### src/rtl/pc_sequencer_if.sv
// Fetch-stage control and status bundle for the program-counter sequencer.
// The decode/branch logic drives the master side and the sequencer implements the slave side.
interface pc_sequencer_if #(
   parameter int WIDTH = 16
);

   logic             stall;
   logic             jumpEN;
   logic [WIDTH-1:0] immediate;
   logic             jalEN;
   logic [WIDTH-1:0] RTarget;
   logic             retEN;
   logic [WIDTH-1:0] pc;
   logic [WIDTH-1:0] pcNext;
   logic [WIDTH-1:0] Rlink;
   logic             rasEmpty;
   logic             rasFull;
   logic             rasUnderflow;

   modport master (
      output stall, jumpEN, immediate, jalEN, RTarget, retEN,
      input  pc, pcNext, Rlink, rasEmpty, rasFull, rasUnderflow
   );

   modport slave (
      input  stall, jumpEN, immediate, jalEN, RTarget, retEN,
      output pc, pcNext, Rlink, rasEmpty, rasFull, rasUnderflow
   );

endinterface

### src/rtl/pc_sequencer.sv
// Registered program counter with a circular return-address stack.
// Each cycle it selects increment, relative branch, jump-and-link or return.
module pc_sequencer #(
   parameter int               WIDTH     = 16,
   parameter int               RAS_DEPTH = 4,
   parameter logic [WIDTH-1:0] RESET_PC  = '0
) (
   input logic           clk,
   input logic           reset,
   pc_sequencer_if.slave bus
);

   localparam int             PTR_W    = (RAS_DEPTH > 1) ? $clog2(RAS_DEPTH) : 1;
   localparam int             CNT_W    = PTR_W + 1;
   localparam logic [CNT_W-1:0] FULL_CNT = CNT_W'(RAS_DEPTH);

   logic [WIDTH-1:0] r_pc;
   logic [WIDTH-1:0] r_link;
   logic [PTR_W-1:0] r_ptr;
   logic [CNT_W-1:0] r_count;
   logic             r_empty;
   logic             r_full;
   logic             r_underflow;
   logic [WIDTH-1:0] r_ras [RAS_DEPTH];

   logic [WIDTH-1:0] w_pcInc;
   logic [PTR_W-1:0] w_topIdx;
   logic [WIDTH-1:0] w_top;
   logic             w_push;
   logic             w_retReq;
   logic             w_pop;
   logic             w_underflowEvt;
   logic [WIDTH-1:0] w_pcNext;
   logic [PTR_W-1:0] w_ptrNext;
   logic [CNT_W-1:0] w_countNext;

   assign w_pcInc        = r_pc + WIDTH'(1);
   assign w_topIdx       = r_ptr - PTR_W'(1);
   assign w_top          = r_ras[w_topIdx];
   assign w_push         = !bus.stall && bus.jalEN;
   assign w_retReq       = !bus.stall && !bus.jalEN && bus.retEN;
   assign w_pop          = w_retReq && !r_empty;
   assign w_underflowEvt = w_retReq && r_empty;

   // Next-PC selection follows stall > jal > ret > jump > increment.
   always_comb begin
      w_pcNext = w_pcInc;
      if (bus.stall) begin
         w_pcNext = r_pc;
      end else if (bus.jalEN) begin
         w_pcNext = bus.RTarget;
      end else if (bus.retEN) begin
         w_pcNext = r_empty ? w_pcInc : w_top;
      end else if (bus.jumpEN) begin
         w_pcNext = r_pc + bus.immediate;
      end
   end

   // A push into a full stack advances the pointer but leaves the count
   // saturated, so the oldest return address is silently overwritten.
   always_comb begin
      w_ptrNext   = r_ptr;
      w_countNext = r_count;
      if (w_push) begin
         w_ptrNext = r_ptr + PTR_W'(1);
         if (!r_full) begin
            w_countNext = r_count + CNT_W'(1);
         end
      end else if (w_pop) begin
         w_ptrNext   = w_topIdx;
         w_countNext = r_count - CNT_W'(1);
      end
   end

   always_ff @(posedge clk or posedge reset) begin
      if (reset) begin
         r_pc        <= RESET_PC;
         r_link      <= '0;
         r_ptr       <= '0;
         r_count     <= '0;
         r_empty     <= 1'b1;
         r_full      <= 1'b0;
         r_underflow <= 1'b0;
      end else if (!bus.stall) begin
         r_pc    <= w_pcNext;
         r_ptr   <= w_ptrNext;
         r_count <= w_countNext;
         r_empty <= (w_countNext == '0);
         r_full  <= (w_countNext == FULL_CNT);
         if (w_push) begin
            r_link <= w_pcInc;
         end
         if (w_underflowEvt) begin
            r_underflow <= 1'b1;
         end
      end
   end

   // Stack storage needs no reset; the valid count decides what is live.
   always_ff @(posedge clk) begin
      if (w_push && !reset) begin
         r_ras[r_ptr] <= w_pcInc;
      end
   end

   assign bus.pc           = r_pc;
   assign bus.pcNext       = w_pcNext;
   assign bus.Rlink        = r_link;
   assign bus.rasEmpty     = r_empty;
   assign bus.rasFull      = r_full;
   assign bus.rasUnderflow = r_underflow;

endmodule
### src/flat_wrapper.sv
// flat-port wrapper written by rule: the top's interface ports become plain ports
module pc_sequencer_flat 
#(
   parameter int               WIDTH     = 16,
   parameter int               RAS_DEPTH = 4,
   parameter logic [WIDTH-1:0] RESET_PC  = '0
)
  (clk, reset, bus_stall, bus_jumpEN, bus_immediate, bus_jalEN, bus_RTarget, bus_retEN, bus_pc, bus_pcNext, bus_Rlink, bus_rasEmpty, bus_rasFull, bus_rasUnderflow);
  pc_sequencer_if #(.WIDTH(WIDTH)) bus_i ();
  input logic clk;
  input logic reset;
  input wire logic [$bits(bus_i.stall)-1:0] bus_stall;
  input wire logic [$bits(bus_i.jumpEN)-1:0] bus_jumpEN;
  input wire logic [$bits(bus_i.immediate)-1:0] bus_immediate;
  input wire logic [$bits(bus_i.jalEN)-1:0] bus_jalEN;
  input wire logic [$bits(bus_i.RTarget)-1:0] bus_RTarget;
  input wire logic [$bits(bus_i.retEN)-1:0] bus_retEN;
  output wire logic [$bits(bus_i.pc)-1:0] bus_pc;
  output wire logic [$bits(bus_i.pcNext)-1:0] bus_pcNext;
  output wire logic [$bits(bus_i.Rlink)-1:0] bus_Rlink;
  output wire logic [$bits(bus_i.rasEmpty)-1:0] bus_rasEmpty;
  output wire logic [$bits(bus_i.rasFull)-1:0] bus_rasFull;
  output wire logic [$bits(bus_i.rasUnderflow)-1:0] bus_rasUnderflow;
  assign bus_i.stall = bus_stall;
  assign bus_i.jumpEN = bus_jumpEN;
  assign bus_i.immediate = bus_immediate;
  assign bus_i.jalEN = bus_jalEN;
  assign bus_i.RTarget = bus_RTarget;
  assign bus_i.retEN = bus_retEN;
  assign bus_pc = bus_i.pc;
  assign bus_pcNext = bus_i.pcNext;
  assign bus_Rlink = bus_i.Rlink;
  assign bus_rasEmpty = bus_i.rasEmpty;
  assign bus_rasFull = bus_i.rasFull;
  assign bus_rasUnderflow = bus_i.rasUnderflow;
  pc_sequencer #(.WIDTH(WIDTH), .RAS_DEPTH(RAS_DEPTH), .RESET_PC(RESET_PC)) u_core (.clk(clk), .reset(reset), .bus(bus_i));
endmodule
### config.mk
export PLATFORM = sky130hd
export DESIGN_NAME = pc_sequencer_flat
export DESIGN_NICKNAME = d
export VERILOG_FILES = /design/src/rtl/pc_sequencer_if.sv /design/src/rtl/pc_sequencer.sv /design/src/flat_wrapper.sv
export SDC_FILE = /design/constraint.sdc
export NUM_CORES = 1
export LEC_CHECK = 0
export ABC_CLOCK_PERIOD_IN_PS = 7200
export CORE_MARGIN = 1
export CORE_UTILIZATION = 50
export CTS_CLUSTER_SIZE = 10
export DETAILED_ROUTE_END_ITERATION = 10
export HOLD_SLACK_MARGIN = 0.08
export PLACE_DENSITY = 0.75
export SLEW_MARGIN = 5
export SYNTH_ARGS = -nofsm -noshare
export SYNTH_HDL_FRONTEND = slang
export SYNTH_SLANG_ARGS = --single-unit
### constraint.sdc
create_clock -name clk -period 7.2 [get_ports clk]
set_input_delay 1.44 -clock clk [delete_from_list [all_inputs] [get_ports clk]]
set_output_delay 1.44 -clock clk [all_outputs]
set_load 0.02 [all_outputs]
==> reports/qor.log <==
INFO  floorplan      vertical_die_dimension=109µm
INFO  logic_synthesis synthDominantAreaCellType=sky130_fd_sc_hd__edfxtp_1
INFO  setup_path     cp_max_fo=3
INFO  place          dpl.hpwl=11000µm
INFO  global_route   grt_pass1_vias=4537
INFO  floorplan      dieWidth=109µm
INFO  layout         num_antenna_cells=0
INFO  layout         area_delta_synth_final=23.2%
INFO  pwr            combPwrFrac=0.454
INFO  worst_hold_path worst_hold_path_type=reg -> reg
INFO  global_route   grt_antenna_before_repair=0
INFO  place          port-buffer-count=88
INFO  detailed_routing routed-via-count=4552
INFO  timing         max_slew.worst_pin.slew=0.849ns
INFO  logic_synthesis synthFlopType=sky130_fd_sc_hd__edfxtp_1
INFO  logic_synthesis post_synth.cell_area_avg=11.2µm²
INFO  clocking       cts_root_buffer=sky130_fd_sc_hd__clkbuf_16
INFO  timing         slew_violations=0
INFO  clocking       tritoncts.num_buffers=9
INFO  pwr            switching_power=947µW
INFO  setup_path     timing.critical_path.cells=clkdlybuf4s50_1 > ha_1 > fa_1 > a211oi_2 > o21ai_1 > a211o_1 > a221oi_1 > mux2i_1 > a21o_1 > clkdlybuf4s50_1
INFO  logic_synthesis synth-edff-count=64
INFO  pwr            seq_power_share=0.355
INFO  detailed_routing drt-initial-drc-count=447
INFO  clocking       clkSlewWorstSetupHoldPaths=0.08ns
INFO  clocking       cts_sinks=104
INFO  logic_synthesis post_synth_xor_area_fraction=0.0386
INFO  timing         final.period_utilization=0.845
INFO  pwr            clockPowerShare=0.191
INFO  pwr            p_per_area=350mW/mm²
INFO  global_route   grt_overflow=0
INFO  setup_path     path_common_cell=sky130_fd_sc_hd__clkdlybuf4s50_1
INFO  detailed_routing ant_nets=0
INFO  timing         relSlewSlack=0.434
INFO  setup_path     worst_path_largest_cell_delay=0.59ns
INFO  logic_synthesis synth_sequential_area_ratio=0.515
INFO  layout         final_layout_size_suffix_gt1_frac=0.0868
INFO  floorplan      std_cell_rows=38
INFO  detailed_routing remaining_drc_errors=0
INFO  timing         setup_total_negative_slack=0ns
INFO  clocking       cts-htree-levels=3
INFO  clocking       clock_insertion_delay_worst_skew=0.34ns
INFO  detailed_routing avg_wl_per_cell=20.7µm
INFO  detailed_routing detail_route.wirelength=15300µm
INFO  pwr            leakage=0.00265µW
INFO  clocking       cts_tree=yes
INFO  setup_path     path_class=in -> out
INFO  timing         final_critical_path_setup_slack=1.12ns
INFO  floorplan      die_area=0.0118mm²
INFO  setup_path     critical_path.n_buffers_inverters=2
INFO  place          pre_cts_ws=1.12ns
INFO  setup_path     critical_path_required=5.76ns
INFO  detailed_routing drt_pass1_iterations=8
INFO  logic_synthesis postSynthCellCount=506
INFO  floorplan      top_level_ports=89
INFO  logic_synthesis largest_family_of_logic_cells_by_synthesized_area=compound AO/OA/AOI/OAI gates
INFO  clocking       cts_setup_buffers=0
INFO  setup_path     worst_path_max_delay_cell=sky130_fd_sc_hd__clkdlybuf4s50_1
INFO  logic_synthesis ys_async_sr_fraction=0.385
INFO  logic_synthesis ys_warn_count=0
INFO  timing         hold_viol_final=0
INFO  timing         timing.fmax=164MHz
INFO  clocking       cts-root-to-sink-buffers=2
INFO  logic_synthesis ys_top_cells_by_count=64 x sky130_fd_sc_hd__edfxtp_1, 62 x sky130_fd_sc_hd__nand2_1, 39 x sky130_fd_sc_hd__dfrtp_1
INFO  floorplan      coreArea=0.0109mm²
INFO  timing         finalSetupViolations=0
INFO  clocking       cts_hold_repair.buffers=0
INFO  pwr            p_total=2450µW
INFO  logic_synthesis synth_most_common_cell=sky130_fd_sc_hd__edfxtp_1
INFO  global_route   track_usage=0.274
INFO  status         run_status=finished, final reports clean
INFO  flow_run       maxCapViolations=0
INFO  logic_synthesis synth_area_leaders=sky130_fd_sc_hd__edfxtp_1 34%, sky130_fd_sc_hd__dfrtp_1 17%, sky130_fd_sc_hd__mux4_2 6.3%, sky130_fd_sc_hd__ha_1 4.9%, sky130_fd_sc_hd__nand2_1 4.1%
INFO  logic_synthesis synth.lib_cells_used.distinct=59
INFO  timing         period_needed=6.08ns
INFO  pwr            switching_share_of_power=0.387
INFO  place          globalplace.congestion=0.935
INFO  logic_synthesis yosys_register_bits=104
INFO  logic_synthesis mappedNetlistArea=0.00568mm²
INFO  global_route   grt_pass1_wl=23900µm
INFO  detailed_routing route.detailed.vias_per_inst=6.16
INFO  timing         unrepaired_setup_endpoints_after_global_routing=no
INFO  global_route   grt_max_degree=45
INFO  setup_path     endpoint_kind=primary output
INFO  logic_synthesis syn-num-nets=567
INFO  logic_synthesis synth_compound_gate_area_share=0.168
INFO  logic_synthesis synth.top_cell.area_share=0.339
INFO  pwr            vdd_ir_drop_max=168µV
INFO  timing         clock-skew-final=0.0145ns
INFO  clocking       cts_repair_resize_count=0
INFO  logic_synthesis post_synth_fa_ha_maj_area_fraction=0.0520
INFO  setup_path     worst-endpoint-arrival=4.64ns
INFO  logic_synthesis synth-simple-area-share=0.122
INFO  floorplan      start_util=0.519
INFO  setup_path     critical_path.startpoint_type=input port
INFO  setup_path     cpLargestDelayFamily=compound AO/OA/AOI/OAI gates
INFO  layout         num-nets-final=656
INFO  pwr            intPower=1500µW
INFO  logic_synthesis synth.mux.area_fraction=0.0725
[kinds of logic (layout without fill, tap and decap cells)]
logic type / Yosys count / after routing
flip-flops: 104 / 104
multiplexers: 21 / 21
AND/OR/NAND/NOR: 145 / 145
adder cells (fa/ha/maj): 23 / 23
buffers and inverters: 44 / 137
AO/OA/AOI/OAI: 144 / 144
XOR/XNOR: 25 / 25
[worst paths after layout]
path | from | to | slack (ns) | cells past startpoint
max | bus_immediate[0] | bus_pcNext[14] | 1.12 | 10
min | u_core.bus.rasUnderflow$_DFFE_PP0P_ | u_core.bus.rasUnderflow$_DFFE_PP0P_ | 0.48 | 1
max reg2reg | u_core.bus.pc[0]$_DFFE_PP0N_ | u_core.bus.pc[12]$_DFFE_PP0N_ | 4.26 | 8
min reg2reg | u_core.bus.rasUnderflow$_DFFE_PP0P_ | u_core.bus.rasUnderflow$_DFFE_PP0P_ | 0.48 | 1
max in group asynchronous | reset | u_core.bus.Rlink[15]$_DFFE_PP0P_ | 5.22 | 3
min in group asynchronous | reset | u_core.bus.pc[2]$_DFFE_PP0N_ | 1.56 | 3
[per-layer routing]
layer,global-route usage,wire length [µm]
met4,0.104,372
met3,0.0368,943
met5,0,0
met1,0.384,6720
met2,0.436,7230
[power by group through the flow]
stage / Combinational, µW / Clock, µW / Sequential [µW]
final: 1110 / 467 / 869
after global routing: 1200 / 492 / 882
after CTS: 1110 / 470 / 868
after detailed placement: 1100 / 0 / 879
after global placement: 1080 / 0 / 872
after floorplan: 679 / 0 / 908
[sequential cells by signal (all words and copies together) (netlist names)]
name / flops
u_core.r_count: 3
u_core.bus.rasEmpty: 1
u_core.bus.rasUnderflow: 1
u_core.r_ptr: 2
u_core.r_ras: 64
u_core.bus.Rlink: 16
u_core.bus.pc: 16
u_core.bus.rasFull: 1
[metrics by stage]
stage | hold WS (ns) | utilization | instance area, µm² | instances
3_3_place_gp | 0.462 | 0.614 | 6710 | 724
3_5_place_dp | 0.462 | 0.614 | 6710 | 724
4_1_cts | 0.489 | 0.639 | 6990 | 739
2_1_floorplan | 0.452 | - | 5680 | 506
5_1_grt | 0.500 | 0.639 | 6990 | 739
6_report | 0.482 | 0.639 | 6990 | 739
[final cells by class]
type | count | area, µm²
sequential | 104 | 2920
timing repair buffer | 97 | 948
tap | 140 | 175
fill | 880 | 3950
multi-input combinational | 358 | 2570
clock buffer | 9 | 225
inverter | 25 | 93.8
clock inverter | 6 | 53.8
[cells in the final DEF (no fill, tap or decap), drive strengths merged, types with 3 or more instances in the layout]
| cell type | synthesis | layout |
|---|---|---|
| a311oi | 4 | 4 |
| o21bai | 3 | 3 |
| clkdlybuf4s50 | 0 | 88 |
| or3 | 5 | 5 |
| o211ai | 4 | 4 |
| clkinvlp | 0 | 3 |
| a221o | 6 | 6 |
| o21ai | 39 | 39 |
| a31oi | 5 | 5 |
| edfxtp | 64 | 64 |
| and4 | 5 | 5 |
| buf | 6 | 9 |
| o22ai | 9 | 9 |
| inv | 22 | 23 |
| mux4 | 16 | 16 |
| a2bb2oi | 4 | 4 |
| a21oi | 28 | 28 |
| nor2 | 28 | 28 |
| o21a | 4 | 4 |
| ha | 22 | 22 |
| dfrtp | 39 | 39 |
| xor2 | 11 | 11 |
| a21o | 11 | 11 |
| and3 | 5 | 5 |
| a211oi | 10 | 10 |
| nand4 | 4 | 4 |
| xnor2 | 14 | 14 |
| mux2i | 4 | 4 |
| nand3 | 18 | 18 |
| a22oi | 3 | 3 |
| nor3 | 7 | 7 |
| nand2b | 5 | 5 |
| o221ai | 3 | 3 |
| nand2 | 62 | 62 |
| clkinv | 3 | 5 |
| clkbuf | 13 | 9 |
(Power assumes the default switching activity.)
